`config.mk`:
```
export PLATFORM = sky130hd
export DESIGN_NAME = act_stream_unit
export DESIGN_NICKNAME = d
export VERILOG_FILES = /design/src/rtl/cnn_pkg.sv /design/src/rtl/act_lane.sv /design/src/rtl/act_stream_unit.sv
export SDC_FILE = /design/constraint.sdc
export NUM_CORES = 1
export LEC_CHECK = 0
export ABC_AREA = 1
export CAP_MARGIN = 20
export CORE_MARGIN = 3
export CORE_UTILIZATION = 55
export DETAILED_ROUTE_END_ITERATION = 12
export GPL_TIMING_DRIVEN = 0
export MAX_ROUTING_LAYER = met4
export PLACE_DENSITY = 0.86
export SYNTH_ARGS = -nofsm -noshare
export SYNTH_HDL_FRONTEND = slang
export SYNTH_SLANG_ARGS = --single-unit
```
`constraint.sdc`:
```
create_clock -name clk -period 9.4 [get_ports clk]
set_clock_uncertainty 0.2 [all_clocks]
set_input_delay 1.88 -clock clk [delete_from_list [all_inputs] [get_ports clk]]
set_output_delay 1.88 -clock clk [all_outputs]
set_load 0.05 [all_outputs]
```
`src/rtl/cnn_pkg.sv`:
```
// Shared definitions for the CNN datapath: activation mode encodings and the
// default lane geometry used by the conv, activation and pool blocks.
package cnn_pkg;

    localparam int CNN_DATA_W = 16;
    localparam int CNN_LANES  = 6;

    typedef enum logic [1:0] {
        ACT_BYPASS = 2'b00,
        ACT_RELU   = 2'b01,
        ACT_LEAKY  = 2'b10,
        ACT_CLIP   = 2'b11
    } act_mode_e;

endpackage

```
`src/rtl/act_lane.sv`:
```
// Single-lane combinational activation: bypass, ReLU, leaky ReLU or clipped ReLU
// on one signed two's-complement value.
module act_lane
    import cnn_pkg::*;
#(
    parameter int DATA_W     = CNN_DATA_W,
    parameter int LEAK_SHIFT = 3
) (
    input  logic [DATA_W-1:0] x,
    input  logic [1:0]        mode,
    input  logic [DATA_W-1:0] clip,
    output logic [DATA_W-1:0] y
);

    logic x_neg_s;
    logic clip_nonpos_s;

    assign x_neg_s       = x[DATA_W-1];
    assign clip_nonpos_s = clip[DATA_W-1] || (clip == {DATA_W{1'b0}});

    // Per-mode lane transfer function
    always_comb begin
        y = x;
        case (act_mode_e'(mode))
            ACT_BYPASS: begin
                y = x;
            end
            ACT_RELU: begin
                if (x_neg_s) begin
                    y = {DATA_W{1'b0}};
                end else begin
                    y = x;
                end
            end
            ACT_LEAKY: begin
                // Arithmetic shift floors toward minus infinity, so -1 stays -1
                if (x_neg_s) begin
                    y = $signed(x) >>> LEAK_SHIFT;
                end else begin
                    y = x;
                end
            end
            ACT_CLIP: begin
                if (x_neg_s || clip_nonpos_s) begin
                    y = {DATA_W{1'b0}};
                end else if ($signed(x) > $signed(clip)) begin
                    y = clip;
                end else begin
                    y = x;
                end
            end
            default: begin
                y = x;
            end
        endcase
    end

endmodule

```
`src/rtl/act_stream_unit.sv`:
```
// Two-stage streaming activation unit with valid/ready backpressure, per-frame
// configuration latching and a saturating per-frame zero-lane counter.
module act_stream_unit
    import cnn_pkg::*;
#(
    parameter int DATA_W     = CNN_DATA_W,
    parameter int LANES      = CNN_LANES,
    parameter int LEAK_SHIFT = 3,
    parameter int CNT_W      = 16
) (
    input  logic                    clk,
    input  logic                    rst_n,
    input  logic [1:0]              cfg_mode,
    input  logic [DATA_W-1:0]       cfg_clip,
    input  logic                    in_valid,
    output logic                    in_ready,
    input  logic [LANES*DATA_W-1:0] in_data,
    input  logic                    in_last,
    output logic                    out_valid,
    input  logic                    out_ready,
    output logic [LANES*DATA_W-1:0] out_data,
    output logic                    out_last,
    output logic [CNT_W-1:0]        frame_zero_cnt,
    output logic                    frame_done
);

    localparam int ZC_W = $clog2(LANES + 1);

    logic                    s1_valid_q, s1_valid_d;
    logic [LANES*DATA_W-1:0] s1_data_q, s1_data_d;
    logic                    s1_last_q, s1_last_d;
    logic                    s2_valid_q, s2_valid_d;
    logic [LANES*DATA_W-1:0] s2_data_q, s2_data_d;
    logic                    s2_last_q, s2_last_d;
    logic [ZC_W-1:0]         s2_zeros_q, s2_zeros_d;
    logic [1:0]              mode_q, mode_d;
    logic [DATA_W-1:0]       clip_q, clip_d;
    logic                    frame_start_q, frame_start_d;
    logic [CNT_W-1:0]        run_cnt_q, run_cnt_d;
    logic [CNT_W-1:0]        frame_zero_cnt_q, frame_zero_cnt_d;
    logic                    frame_done_q, frame_done_d;

    logic                    s2_adv_s;
    logic                    in_ready_s;
    logic                    in_fire_s;
    logic                    out_fire_s;
    logic [1:0]              eff_mode_s;
    logic [DATA_W-1:0]       eff_clip_s;
    logic [LANES*DATA_W-1:0] act_data_s;
    logic [ZC_W-1:0]         s1_zeros_s;
    logic [CNT_W:0]          cnt_sum_s;
    logic [CNT_W-1:0]        cnt_sat_s;

    assign s2_adv_s   = !s2_valid_q || out_ready;
    assign in_ready_s = !s1_valid_q || s2_adv_s;
    assign in_fire_s  = in_valid && in_ready_s;
    assign out_fire_s = s2_valid_q && out_ready;

    // The first beat of a frame is computed with the live config it also latches
    assign eff_mode_s = frame_start_q ? cfg_mode : mode_q;
    assign eff_clip_s = frame_start_q ? cfg_clip : clip_q;

    for (genvar i = 0; i < LANES; i++) begin : g_lane
        act_lane #(
            .DATA_W     (DATA_W),
            .LEAK_SHIFT (LEAK_SHIFT)
        ) u_act_lane (
            .x    (in_data[i*DATA_W +: DATA_W]),
            .mode (eff_mode_s),
            .clip (eff_clip_s),
            .y    (act_data_s[i*DATA_W +: DATA_W])
        );
    end

    // Zero lanes of the beat waiting in S1, carried into S2 alongside its data
    always_comb begin
        s1_zeros_s = {ZC_W{1'b0}};
        for (int i = 0; i < LANES; i++) begin
            if (s1_data_q[i*DATA_W +: DATA_W] == {DATA_W{1'b0}}) begin
                s1_zeros_s = s1_zeros_s + ZC_W'(1);
            end else begin
                s1_zeros_s = s1_zeros_s;
            end
        end
    end

    // Pipeline stage advance: each stage loads when its successor can take its beat
    always_comb begin
        s1_valid_d = s1_valid_q;
        s1_data_d  = s1_data_q;
        s1_last_d  = s1_last_q;
        s2_valid_d = s2_valid_q;
        s2_data_d  = s2_data_q;
        s2_last_d  = s2_last_q;
        s2_zeros_d = s2_zeros_q;
        if (in_ready_s) begin
            s1_valid_d = in_valid;
            if (in_valid) begin
                s1_data_d = act_data_s;
                s1_last_d = in_last;
            end else begin
                s1_data_d = s1_data_q;
                s1_last_d = s1_last_q;
            end
        end else begin
            s1_valid_d = s1_valid_q;
        end
        if (s2_adv_s) begin
            s2_valid_d = s1_valid_q;
            if (s1_valid_q) begin
                s2_data_d  = s1_data_q;
                s2_last_d  = s1_last_q;
                s2_zeros_d = s1_zeros_s;
            end else begin
                s2_data_d  = s2_data_q;
                s2_last_d  = s2_last_q;
                s2_zeros_d = s2_zeros_q;
            end
        end else begin
            s2_valid_d = s2_valid_q;
        end
    end

    // Config latch: sampled only on the first accepted beat of each frame
    always_comb begin
        mode_d        = mode_q;
        clip_d        = clip_q;
        frame_start_d = frame_start_q;
        if (in_fire_s) begin
            frame_start_d = in_last;
            if (frame_start_q) begin
                mode_d = cfg_mode;
                clip_d = cfg_clip;
            end else begin
                mode_d = mode_q;
                clip_d = clip_q;
            end
        end else begin
            frame_start_d = frame_start_q;
        end
    end

    assign cnt_sum_s = {1'b0, run_cnt_q} + {{(CNT_W + 1 - ZC_W){1'b0}}, s2_zeros_q};
    assign cnt_sat_s = cnt_sum_s[CNT_W] ? {CNT_W{1'b1}} : cnt_sum_s[CNT_W-1:0];

    // Zero counter accumulates on output transfer, so stalled beats count once
    always_comb begin
        run_cnt_d        = run_cnt_q;
        frame_zero_cnt_d = frame_zero_cnt_q;
        frame_done_d     = 1'b0;
        if (out_fire_s) begin
            if (s2_last_q) begin
                frame_zero_cnt_d = cnt_sat_s;
                frame_done_d     = 1'b1;
                run_cnt_d        = {CNT_W{1'b0}};
            end else begin
                run_cnt_d        = cnt_sat_s;
            end
        end else begin
            run_cnt_d = run_cnt_q;
        end
    end

    // State registers
    always_ff @(posedge clk or negedge rst_n) begin
        if (!rst_n) begin
            s1_valid_q       <= 1'b0;
            s1_data_q        <= {(LANES*DATA_W){1'b0}};
            s1_last_q        <= 1'b0;
            s2_valid_q       <= 1'b0;
            s2_data_q        <= {(LANES*DATA_W){1'b0}};
            s2_last_q        <= 1'b0;
            s2_zeros_q       <= {ZC_W{1'b0}};
            mode_q           <= ACT_RELU;
            clip_q           <= {DATA_W{1'b0}};
            frame_start_q    <= 1'b1;
            run_cnt_q        <= {CNT_W{1'b0}};
            frame_zero_cnt_q <= {CNT_W{1'b0}};
            frame_done_q     <= 1'b0;
        end else begin
            s1_valid_q       <= s1_valid_d;
            s1_data_q        <= s1_data_d;
            s1_last_q        <= s1_last_d;
            s2_valid_q       <= s2_valid_d;
            s2_data_q        <= s2_data_d;
            s2_last_q        <= s2_last_d;
            s2_zeros_q       <= s2_zeros_d;
            mode_q           <= mode_d;
            clip_q           <= clip_d;
            frame_start_q    <= frame_start_d;
            run_cnt_q        <= run_cnt_d;
            frame_zero_cnt_q <= frame_zero_cnt_d;
            frame_done_q     <= frame_done_d;
        end
    end

    assign in_ready       = in_ready_s;
    assign out_valid      = s2_valid_q;
    assign out_data       = s2_data_q;
    assign out_last       = s2_last_q;
    assign frame_zero_cnt = frame_zero_cnt_q;
    assign frame_done     = frame_done_q;

endmodule

```
==> flow_summary.ini <==
[synth]
synth-main-ff-cell = dfrtp_1
synth_cell_type_count = 39
yosysWarnings = 0
ys_seq_area_frac = 0.3565
ys_async_sr_fraction = 1.000
synth_edf_count = 0
ys_ff_latch = 251
syn-instance-count = 2553
syn-num-nets = 2777
syn_avg_cell_area_sq_um = 6.904
syn_area_sq_um = 17630

[drt]
wl_per_cell_microns = 19.20
num_vias = 18870
routed_via_density = 5.823
drc = 0
detail_route.first_pass.iterations = 5
antenna_left = 0
drt_iter0_drc = 1953
drt-total-wl_mm = 62.24

[global_routing]
track_usage = 0.3707
antenna_found_initial = 0
overflow = 0
grt_pass1_wl_mm = 97.90
grt_max_degree = 127
grt_pass1_vias = 18400

[cells_and_area]
most-common-layout-cells = nand2_1, inv_1, dfrtp_1
multi_input_area_sq_um = 9434
drive_gt1_frac = 0.05905
syn_to_final_growth_pct = 22.33
fillers = 2630
seq_area_sq_um = 6284
nNetsFinal = 3049
layout_commonest_cell = nand2_1
antenna-diode-count = 0

[cts]
cts_max_path_buffers = 3
clk_latency_ns = 0.55
root_buffer = clkbuf_16
cts_resized = 0
hold_buffers = 0
clk_pin_slew_ns = 0.06
cts_tree = built
numCtsBuffers = 27
cts.sinks = 251
h-tree-depth = 1
cts_setup_buffers = 0

[timing]
final_hold_viol_count = 0
setup_viol = 0
final.setup.worst_slack_ns = 3.825
fin_crit_ns = 5.575
slew_headroom = 0.1901
max_freq_mhz = 179.4
tightest_slew_ns = 1.215
fin_crit_sh = 0.5931
slew_viol_final = 0
rsz0062_at_grt = false

[critical_path]
cp_max_fo = 3
cpPeakStageDelay_ns = 0.86
path_cells = clkdlybuf4s50_1, inv_1, nand3_1, clkdlybuf4s50_1
crit_slowest_cell = clkdlybuf4s50_1
worstSetupEndpointType = output pin
crit_required_ns = 7.32
start_kind = input port
critical_path.most_common_cell = clkdlybuf4s50_1
path_class = in2out
critPathArrivalTime_ns = 3.50

[die]
fp.dieH_microns = 185.0
die-area_sq_um = 34230
initial_core_util = 0.5673
num_io_pins = 235
core_sq_um = 31070
rows = 64
die_x_microns = 185.0

[pwr]
powerDensity_nw_per_um2 = 277.7
ir_worst_vdd_v = 0.0002608
p_total_mw = 5.987
power.leakage_nw = 11.09

[placed_design]
gp_congestion = 0.9787
port_buffers = 234
hpwlAfterDp_mm = 46.06
dp_slack_ns = 3.665

[hold_path]
holdCritPathClass = reg2reg

[run]
drv_cap = 0

[outcome]
status = finished clean
stage by stage:
stage | area (sq um) | utilization | hold WS, ns | instances | setup TNS [ns]
2_1_floorplan | 17630 | - | 0.2451 | 2553 | 0
3_3_place_gp | 20460 | 0.6586 | 0.2615 | 3183 | -1004.65
3_5_place_dp | 20610 | 0.6635 | 0.2653 | 3191 | 0
4_1_cts | 21530 | 0.6931 | 0.2818 | 3240 | 0
5_1_grt | 21560 | 0.6939 | 0.2934 | 3241 | 0
6_report | 21560 | 0.6939 | 0.2765 | 3241 | 0
per-layer routing:
layer | vias up | part of all wire | track usage
met3 | 221 | 0.096 | 0.04713
met1 | 8816 | 0.40 | 0.4948
met5 | - | 0 | -
li1 | 8824 | - | -
met2 | 1011 | 0.45 | 0.5717
met4 | 0 | 0.049 | 0.1600
layout make-up:
class | count | share of cell area
repair buffers | 243 | 0.1164
well taps | 396 | 0.02298
clock inverters | 13 | 0.007428
multi-input cells | 1808 | 0.4376
plain buffers | 123 | 0.02443
inverters | 371 | 0.06459
flip-flops and latches | 251 | 0.2914
clock buffers | 36 | 0.03523
cell families (layout without fill, tap and decap cells):
kind of cell	after synthesis	after routing	synth area share
AO/OA/AOI/OAI	438	438	0.1337
XOR/XNOR	5	5	0.002485
adder cells (fa/ha/maj)	105	105	0.07496
buffers and inverters	494	786	0.1089
flip-flops	251	251	0.3565
multiplexers	6	6	0.003834
AND/OR/NAND/NOR	1254	1254	0.3196
synthesized netlist by cell type (6+ instances only):
library cell,count,share of area
nor2_4,6,0.0038
nand3_1,99,0.028
nand4_1,119,0.042
a221oi_1,8,0.0040
nand3_2,60,0.034
clkbuf_1,109,0.023
nand2_1,870,0.19
o221ai_1,7,0.0035
a21oi_1,115,0.033
o21ai_2,10,0.0050
a21o_1,6,0.0026
dfrtp_1,249,0.35
buf_6,8,0.0051
nor4_1,8,0.0028
inv_1,367,0.078
o22ai_1,36,0.013
o21ai_0,247,0.070
nor2_1,66,0.014
ha_1,104,0.074
or2_2,14,0.0050
state kept, by name (all words and copies together), names as in the netlist:
name            cells
frame_done          1
run_cnt_q          16
s1_valid_q          1
out_data           96
s1_data_q          96
s1_last_q           1
mode_q              2
clip_q             16
frame_start_q       1
out_valid           1
out_last            1
frame_zero_cnt     16
s2_zeros_q          3
final timing paths:
check	from	cells after the start	slack, ns	endpoint
min	frame_zero_cnt[12]	2	0.28	frame_zero_cnt[12]
max	out_ready	4	3.82	in_ready
max in group asynchronous	rst_n	2	7.21	frame_zero_cnt[2]
max reg2reg	frame_start_q	22	4.86	s1_data_q[55]
min in group asynchronous	rst_n	1	0.93	out_data[34]
min reg2reg	frame_zero_cnt[12]	2	0.28	frame_zero_cnt[12]
power by group:
group	leakage, nW	switching, mW	internal, mW
clock network	0.442	0.458	0.651
logic	7.46	2.19	0.993
registers	3.19	0.235	1.46
critical path: cells and delay by family:
kind | cells | cell delay [ns]
buffers and inverters | 3 | 1.41
AND/OR/NAND/NOR | 1 | 0.20
No activity file was read; power rests on OpenSTA's default activity.
